## src/rtl/iomem_burst_master_if.sv

```systemverilog
// iomem bus bundle between a burst initiator (master) and a responder (slave).
// Read data is only meaningful while iomem_ready is high.
interface iomem_burst_master_if;
   logic        iomem_valid;
   logic        iomem_ready;
   logic [3:0]  iomem_wstrb;
   logic [31:0] iomem_addr;
   logic [31:0] iomem_wdata;
   logic [31:0] iomem_rdata;

   modport master (
      output iomem_valid,
      output iomem_wstrb,
      output iomem_addr,
      output iomem_wdata,
      input  iomem_ready,
      input  iomem_rdata
   );

   modport slave (
      input  iomem_valid,
      input  iomem_wstrb,
      input  iomem_addr,
      input  iomem_wdata,
      output iomem_ready,
      output iomem_rdata
   );
endinterface

```

## src/rtl/iomem_burst_master.sv

```systemverilog
// iomem burst initiator: linear-pattern fill (write) or checksum (read) of consecutive words.
// Optional per-beat ready timeout is compiled in with `define IOMEM_BURST_TIMEOUT_EN.
//
// state   | meaning
// S_IDLE  | cmd_ready high, waiting for a command
// S_BURST | iomem_valid high, issuing beats until the last one completes
// S_FIN   | one-cycle done pulse, then back to S_IDLE
module iomem_burst_master #(
   parameter int ADDR_STRIDE    = 4,
   parameter int COUNT_W        = 16,
   parameter int TIMEOUT_CYCLES = 255
) (
   input  logic                clk,
   input  logic                resetn,
   input  logic                cmd_valid,
   output logic                cmd_ready,
   input  logic                cmd_read,
   input  logic [31:0]         cmd_addr,
   input  logic [COUNT_W-1:0]  cmd_count,
   input  logic [31:0]         cmd_data,
   input  logic [31:0]         cmd_step,
   input  logic [3:0]          cmd_wstrb,
   output logic                busy,
   output logic                done,
   output logic                error,
   output logic [31:0]         result,
   iomem_burst_master_if.master bus
);

   typedef enum logic [1:0] {
      S_IDLE  = 2'd0,
      S_BURST = 2'd1,
      S_FIN   = 2'd2
   } state_t;

   state_t             state;
   logic               read_q;
   logic [31:0]        step_q;
   logic [COUNT_W-1:0] beats_left;
   logic               valid_q;
   logic [3:0]         wstrb_q;
   logic [31:0]        addr_q;
   logic [31:0]        wdata_q;
   logic               cmd_ready_q;
   logic               busy_q;
   logic               done_q;
   logic [31:0]        result_q;

`ifdef IOMEM_BURST_TIMEOUT_EN
   localparam int TMR_W = (TIMEOUT_CYCLES > 1) ? $clog2(TIMEOUT_CYCLES) : 1;
   localparam logic [TMR_W-1:0] TMR_LOAD = TMR_W'(TIMEOUT_CYCLES - 1);

   // Down-counter per beat; terminal count 0 means TIMEOUT_CYCLES cycles without ready.
   logic [TMR_W-1:0] tmr;
   logic             error_q;
`endif

   always_ff @(posedge clk or negedge resetn) begin
      if (!resetn) begin
         state       <= S_IDLE;
         read_q      <= 1'b0;
         step_q      <= '0;
         beats_left  <= '0;
         valid_q     <= 1'b0;
         wstrb_q     <= '0;
         addr_q      <= '0;
         wdata_q     <= '0;
         cmd_ready_q <= 1'b1;
         busy_q      <= 1'b0;
         done_q      <= 1'b0;
         result_q    <= '0;
`ifdef IOMEM_BURST_TIMEOUT_EN
         tmr         <= '0;
         error_q     <= 1'b0;
`endif
      end else begin
         case (state)
            S_IDLE: begin
               if (cmd_valid) begin
                  read_q      <= cmd_read;
                  step_q      <= cmd_step;
                  beats_left  <= cmd_count;
                  addr_q      <= cmd_addr;
                  wdata_q     <= cmd_data;
                  wstrb_q     <= cmd_read ? 4'h0 : cmd_wstrb;
                  result_q    <= '0;
                  cmd_ready_q <= 1'b0;
`ifdef IOMEM_BURST_TIMEOUT_EN
                  tmr         <= TMR_LOAD;
                  error_q     <= 1'b0;
`endif
                  if (cmd_count == '0) begin
                     state  <= S_FIN;
                     done_q <= 1'b1;
                  end else begin
                     state   <= S_BURST;
                     valid_q <= 1'b1;
                     busy_q  <= 1'b1;
                  end
               end
            end

            S_BURST: begin
               if (bus.iomem_ready) begin
                  result_q <= read_q ? (result_q + bus.iomem_rdata) : (result_q + 32'd1);
                  if (beats_left == COUNT_W'(1)) begin
                     state   <= S_FIN;
                     valid_q <= 1'b0;
                     busy_q  <= 1'b0;
                     done_q  <= 1'b1;
                  end else begin
                     // valid stays high: the responder drops ready before acking the next beat
                     beats_left <= beats_left - COUNT_W'(1);
                     addr_q     <= addr_q + 32'(ADDR_STRIDE);
                     wdata_q    <= wdata_q + step_q;
`ifdef IOMEM_BURST_TIMEOUT_EN
                     tmr        <= TMR_LOAD;
`endif
                  end
               end
`ifdef IOMEM_BURST_TIMEOUT_EN
               else if (tmr == '0) begin
                  state   <= S_FIN;
                  valid_q <= 1'b0;
                  busy_q  <= 1'b0;
                  done_q  <= 1'b1;
                  error_q <= 1'b1;
               end else begin
                  tmr <= tmr - 1'b1;
               end
`endif
            end

            S_FIN: begin
               state       <= S_IDLE;
               done_q      <= 1'b0;
               cmd_ready_q <= 1'b1;
            end

            default: begin
               state       <= S_IDLE;
               valid_q     <= 1'b0;
               busy_q      <= 1'b0;
               done_q      <= 1'b0;
               cmd_ready_q <= 1'b1;
            end
         endcase
      end
   end

   assign cmd_ready       = cmd_ready_q;
   assign busy            = busy_q;
   assign done            = done_q;
   assign result          = result_q;
   assign bus.iomem_valid = valid_q;
   assign bus.iomem_wstrb = wstrb_q;
   assign bus.iomem_addr  = addr_q;
   assign bus.iomem_wdata = wdata_q;

`ifdef IOMEM_BURST_TIMEOUT_EN
   assign error = error_q;
`else
   logic unused_timeout;
   assign unused_timeout = |TIMEOUT_CYCLES;
   assign error = 1'b0;
`endif

endmodule

```

## src/flat_wrapper.sv

```systemverilog
// flat-port wrapper written by rule: the top's interface ports become plain ports
module iomem_burst_master_flat 
#(
   parameter int ADDR_STRIDE    = 4,
   parameter int COUNT_W        = 16,
   parameter int TIMEOUT_CYCLES = 255
)
  (clk, resetn, cmd_valid, cmd_ready, cmd_read, cmd_addr, cmd_count, cmd_data, cmd_step, cmd_wstrb, busy, done, error, result, bus_iomem_valid, bus_iomem_wstrb, bus_iomem_addr, bus_iomem_wdata, bus_iomem_ready, bus_iomem_rdata);
  iomem_burst_master_if bus_i ();
  input  logic clk;
  input  logic resetn;
  input  logic cmd_valid;
  output logic cmd_ready;
  input  logic cmd_read;
  input  logic [31:0] cmd_addr;
  input  logic [COUNT_W-1:0] cmd_count;
  input  logic [31:0] cmd_data;
  input  logic [31:0] cmd_step;
  input  logic [3:0] cmd_wstrb;
  output logic busy;
  output logic done;
  output logic error;
  output logic [31:0] result;
  output wire logic [$bits(bus_i.iomem_valid)-1:0] bus_iomem_valid;
  output wire logic [$bits(bus_i.iomem_wstrb)-1:0] bus_iomem_wstrb;
  output wire logic [$bits(bus_i.iomem_addr)-1:0] bus_iomem_addr;
  output wire logic [$bits(bus_i.iomem_wdata)-1:0] bus_iomem_wdata;
  input wire logic [$bits(bus_i.iomem_ready)-1:0] bus_iomem_ready;
  input wire logic [$bits(bus_i.iomem_rdata)-1:0] bus_iomem_rdata;
  assign bus_iomem_valid = bus_i.iomem_valid;
  assign bus_iomem_wstrb = bus_i.iomem_wstrb;
  assign bus_iomem_addr = bus_i.iomem_addr;
  assign bus_iomem_wdata = bus_i.iomem_wdata;
  assign bus_i.iomem_ready = bus_iomem_ready;
  assign bus_i.iomem_rdata = bus_iomem_rdata;
  iomem_burst_master #(.ADDR_STRIDE(ADDR_STRIDE), .COUNT_W(COUNT_W), .TIMEOUT_CYCLES(TIMEOUT_CYCLES)) u_core (.clk(clk), .resetn(resetn), .cmd_valid(cmd_valid), .cmd_ready(cmd_ready), .cmd_read(cmd_read), .cmd_addr(cmd_addr), .cmd_count(cmd_count), .cmd_data(cmd_data), .cmd_step(cmd_step), .cmd_wstrb(cmd_wstrb), .busy(busy), .done(done), .error(error), .result(result), .bus(bus_i));
endmodule
```

## config.mk

```make
export PLATFORM = sky130hd
export DESIGN_NAME = iomem_burst_master_flat
export DESIGN_NICKNAME = d
export VERILOG_FILES = /design/src/rtl/iomem_burst_master_if.sv /design/src/rtl/iomem_burst_master.sv /design/src/flat_wrapper.sv
export SDC_FILE = /design/constraint.sdc
export NUM_CORES = 1
export LEC_CHECK = 0
export CORE_UTILIZATION = 55
export DETAILED_ROUTE_END_ITERATION = 16
export PLACE_DENSITY_LB_ADDON = 0.2
export SLEW_MARGIN = 20
export SYNTH_ARGS = -nofsm -noshare
export SYNTH_HDL_FRONTEND = slang
export SYNTH_SLANG_ARGS = --single-unit
```

## constraint.sdc

```tcl
create_clock -name clk -period 7.1 [get_ports clk]
set_clock_uncertainty 0.2 [all_clocks]
set_input_delay 1.42 -clock clk [delete_from_list [all_inputs] [get_ports clk]]
set_output_delay 1.42 -clock clk [all_outputs]
set_load 0.005 [all_outputs]
```

==> qor.yml <==
outcome:
  outcome: "complete, no violations"
global_routing:
  grt_start_max_net_pins: 105
  grt_antenna_before_repair: 1
  overflow: 0
  grt_pass1_vias: 10100
  grt_usage_pct: 31.8
  grt_pass1_wl_um: 50200
placed_design:
  dp_hpwl_um: 21600
  gp_congestion: 0.894
  io_buffer_count: 256
layout:
  fillCellCount: 1477
  area_delta_synth_final_pct: 31.2
  nets: 1750
  final_util_pct: 73.5
  final_layout_size_suffix_gt1_share_pct: 3.69
synthesis:
  async_flop_share_pct: 100
  synth_ff_type: "dfrtp_1"
  synth_cell_types: 68
  syn_nets: 1544
  ys_ff_latch: 154
  ys_warn_count: 0
  yosysSeqAreaShare_pct: 36.8
  avgSynthCellArea_um2: 7.91
  syn-cell-area_um2: 10500
  synth_edf_count: 0
  synthCells: 1324
clock_network:
  cts-root-buf: "clkbuf_16"
  cts_tree: "yes"
  post_cts_resized: 0
  cts.sinks: 154
  ctsHtreeMaxLevel: 4
  cts_buffers: 17
  ctsHoldBuffers: 0
  post-cts-setup-buffers: 0
  clk_path_buf_depth: 2
  worst_skew_pair.late_latency_ns: 0.42
  cts.clk_slew.worst_paths_ns: 0.06
route:
  wl_met1_um: 13300
  drcViolationCount: 0
  viasPerCell: 5.93
  wl_met3_um: 2020
  wl_per_cell_um: 17.2
  wl_met2_um: 14500
  ant_nets: 0
  drt_pre_antenna_iters: 6
  drtIter0Drc: 816
  vias: 10500
  routed.top_layer: "met4"
  drt-total-wl_um: 30600
die:
  die_y_um: 140
  fp-row-count: 50
  die_w_um: 140
  ios: 258
  dieArea_um2: 19600
  initial_core_util_pct: 56.0
  core_um2: 18700
sta:
  layout_min_cycle_time_ns: 4.47
  drv_slew: 0
  setup_viol: 0
  rsz0062_at_grt: "false"
  fin_crit_sh_pct: 63.0
  relSlewSlack_pct: 29.4
  timing.fmax_mhz: 224
  worst_pin_slew_ns: 1.06
  fin_tns_setup_ns: 0
  hold_viol: 0
worst_setup_path:
  crit_path_start: "bus_iomem_rdata[0]"
  rrSetupSlack_ns: 3.13
  reg2reg_depth: 12
  path_max_fanout: 3
  required_ns: 7.26
  worstSetupEndpointType: "flop"
  worst_setup_path_start_kind: "input port"
  r2r-start: "u_core.read_q"
  critPathKind: "input port to flop"
  crit_path_cell_trace: "clkdlybuf4s50_1 -> nand2b_1 -> ha_1 -> inv_1 -> fa_1 -> nor2b_1 -> o31ai_1 -> a21o_1 -> nor3_1 -> o21ai_0 -> o211ai_1 -> a31oi_1 -> or4_1 -> nand3_1"
  critPathSlowestCell: "clkdlybuf4s50_1"
  cp.arrival_ns: 4.63
  worst_path_largest_cell_delay_ns: 0.45
  reg2reg_to: "u_core.result[29]"
worst_hold_path:
  hold_start: "u_core.bus.iomem_wstrb[0]"
  holdCritPathClass: "flop to flop"
  hold_path_end: "u_core.bus.iomem_wstrb[0]"
  min_path_cells: 2
power:
  power_leakage_uw: 0.00609
  ir_drop_uv: 289
  cellPowerDensity_nw_per_um2: 481
flow_run:
  drv_cap: 0
through the flow:
| step | total power, µW | std cells | hold WS (ns) | area, µm² | setup slack, ns |
|---|---|---|---|---|---|
| 6_report | 6610 | 1778 | 0.276 | 13700 | 2.63 |
| 5_1_grt | 7150 | 1778 | 0.305 | 13700 | 2.34 |
| 4_1_cts | 6590 | 1777 | 0.279 | 13700 | 2.66 |
| 3_5_place_dp | 5580 | 1745 | 0.265 | 13100 | 2.23 |
| 3_3_place_gp | 5480 | 1745 | 0.256 | 13100 | 2.30 |
| 2_1_floorplan | 4250 | 1324 | 0.250 | 10500 | 3.12 |
area by class of cell:
cell class | instances | area [µm²] | share of cell area, %
timing repair buffer | 262 | 2620 | 19.1
inverter | 23 | 86.3 | 0.628
clock inverter | 12 | 173 | 1.26
clock buffer | 20 | 447 | 3.25
tap | 234 | 293 | 2.13
sequential | 154 | 3850 | 28.0
multi-input combinational | 1072 | 6270 | 45.6
antenna | 1 | 2.50 | 0.0182
cells in the final DEF (no fill, tap or decap), types with 11 or more instances in the layout:
master / n
a21o_1: 40
a21oi_1: 156
a31oi_1: 16
and2_1: 34
clkbuf_16: 17
clkdlybuf4s50_1: 255
dfrtp_1: 153
ha_1: 65
inv_1: 23
nand2_1: 265
nand3_1: 33
nand4_1: 19
nor2_1: 94
nor3_1: 24
nor4_1: 13
o21ai_0: 98
o21ai_1: 11
o22ai_1: 14
o31ai_1: 13
xnor2_1: 27
xor2_1: 23
state kept, by name (all words and copies together) (netlist names):
| register | flops |
|---|---|
| u_core.read_q | 1 |
| u_core.bus.iomem_addr | 32 |
| u_core.step_q | 32 |
| u_core.result | 32 |
| u_core.cmd_ready | 1 |
| u_core.bus.iomem_wdata | 32 |
| u_core.busy | 1 |
| u_core.bus.iomem_wstrb | 4 |
| u_core.done | 1 |
| u_core.beats_left | 16 |
| u_core.state | 2 |
worst max path at each step:
stage | end | depth (start not counted)
after floorplan | u_core.result[29] | 12
after global placement | u_core.result[29] | 13
after detailed placement | u_core.result[30] | 14
after CTS | u_core.result[30] | 14
after global routing | u_core.result[29] | 13
final | u_core.result[30] | 14
power by group:
group | leakage [µW] | switching [µW] | internal, µW
sequential | 0.00187 | 407 | 1290
combinational | 0.00392 | 2170 | 1770
clock | 0.000300 | 374 | 597
worst max-delay path: cells and delay by family:
kind | cells | cell delay, ns
and+or+nand+nor | 5 | 1.20
AOI/OAI and AO/OA | 5 | 0.91
adders and majority gates | 2 | 0.60
buffers and inverters | 2 | 0.51
metal layers:
metal | track usage (%) | up-vias
met5 | 0 | -
met3 | 6.12 | 56
li1 | - | 5109
met1 | 41.8 | 4960
met4 | 10.9 | 0
met2 | 52.4 | 412
Yosys cell counts (7+ instances only):
| library cell | count | area share (%) |
|---|---|---|
| nand2_1 | 265 | 9.5 |
| a21oi_1 | 157 | 7.5 |
| dfrtp_1 | 153 | 37 |
| o21ai_0 | 98 | 4.7 |
| nor2_1 | 95 | 3.4 |
| ha_1 | 65 | 7.8 |
| clkbuf_1 | 61 | 2.2 |
| a21o_1 | 41 | 2.9 |
| and2_1 | 35 | 2.1 |
| nand3_1 | 33 | 1.6 |
| xnor2_1 | 27 | 2.3 |
| nor3_1 | 24 | 1.1 |
| inv_1 | 23 | 0.82 |
| xor2_1 | 23 | 1.9 |
| nand4_1 | 19 | 1.1 |
| a31oi_1 | 16 | 0.96 |
| o22ai_1 | 14 | 0.84 |
| nor4_1 | 13 | 0.78 |
| o31ai_1 | 13 | 0.93 |
| o21ai_1 | 11 | 0.53 |
| a211oi_1 | 9 | 0.64 |
| and3_1 | 9 | 0.54 |
| o21bai_1 | 9 | 0.64 |
| or3_1 | 9 | 0.54 |
| nand2b_1 | 8 | 0.48 |
| nor2b_1 | 8 | 0.48 |
| o211ai_1 | 7 | 0.50 |
kinds of logic after synthesis:
group	share of synthesized area (%)
AO/OA/AOI/OAI	24.5
XOR/XNOR	4.18
adder cells (fa/ha/maj)	8.15
buffers and inverters	3.65
flip-flops	36.8
multiplexers	0.143
other	0.0358
AND/OR/NAND/NOR	22.6
Note: power is estimated with default switching activity, not from simulation.
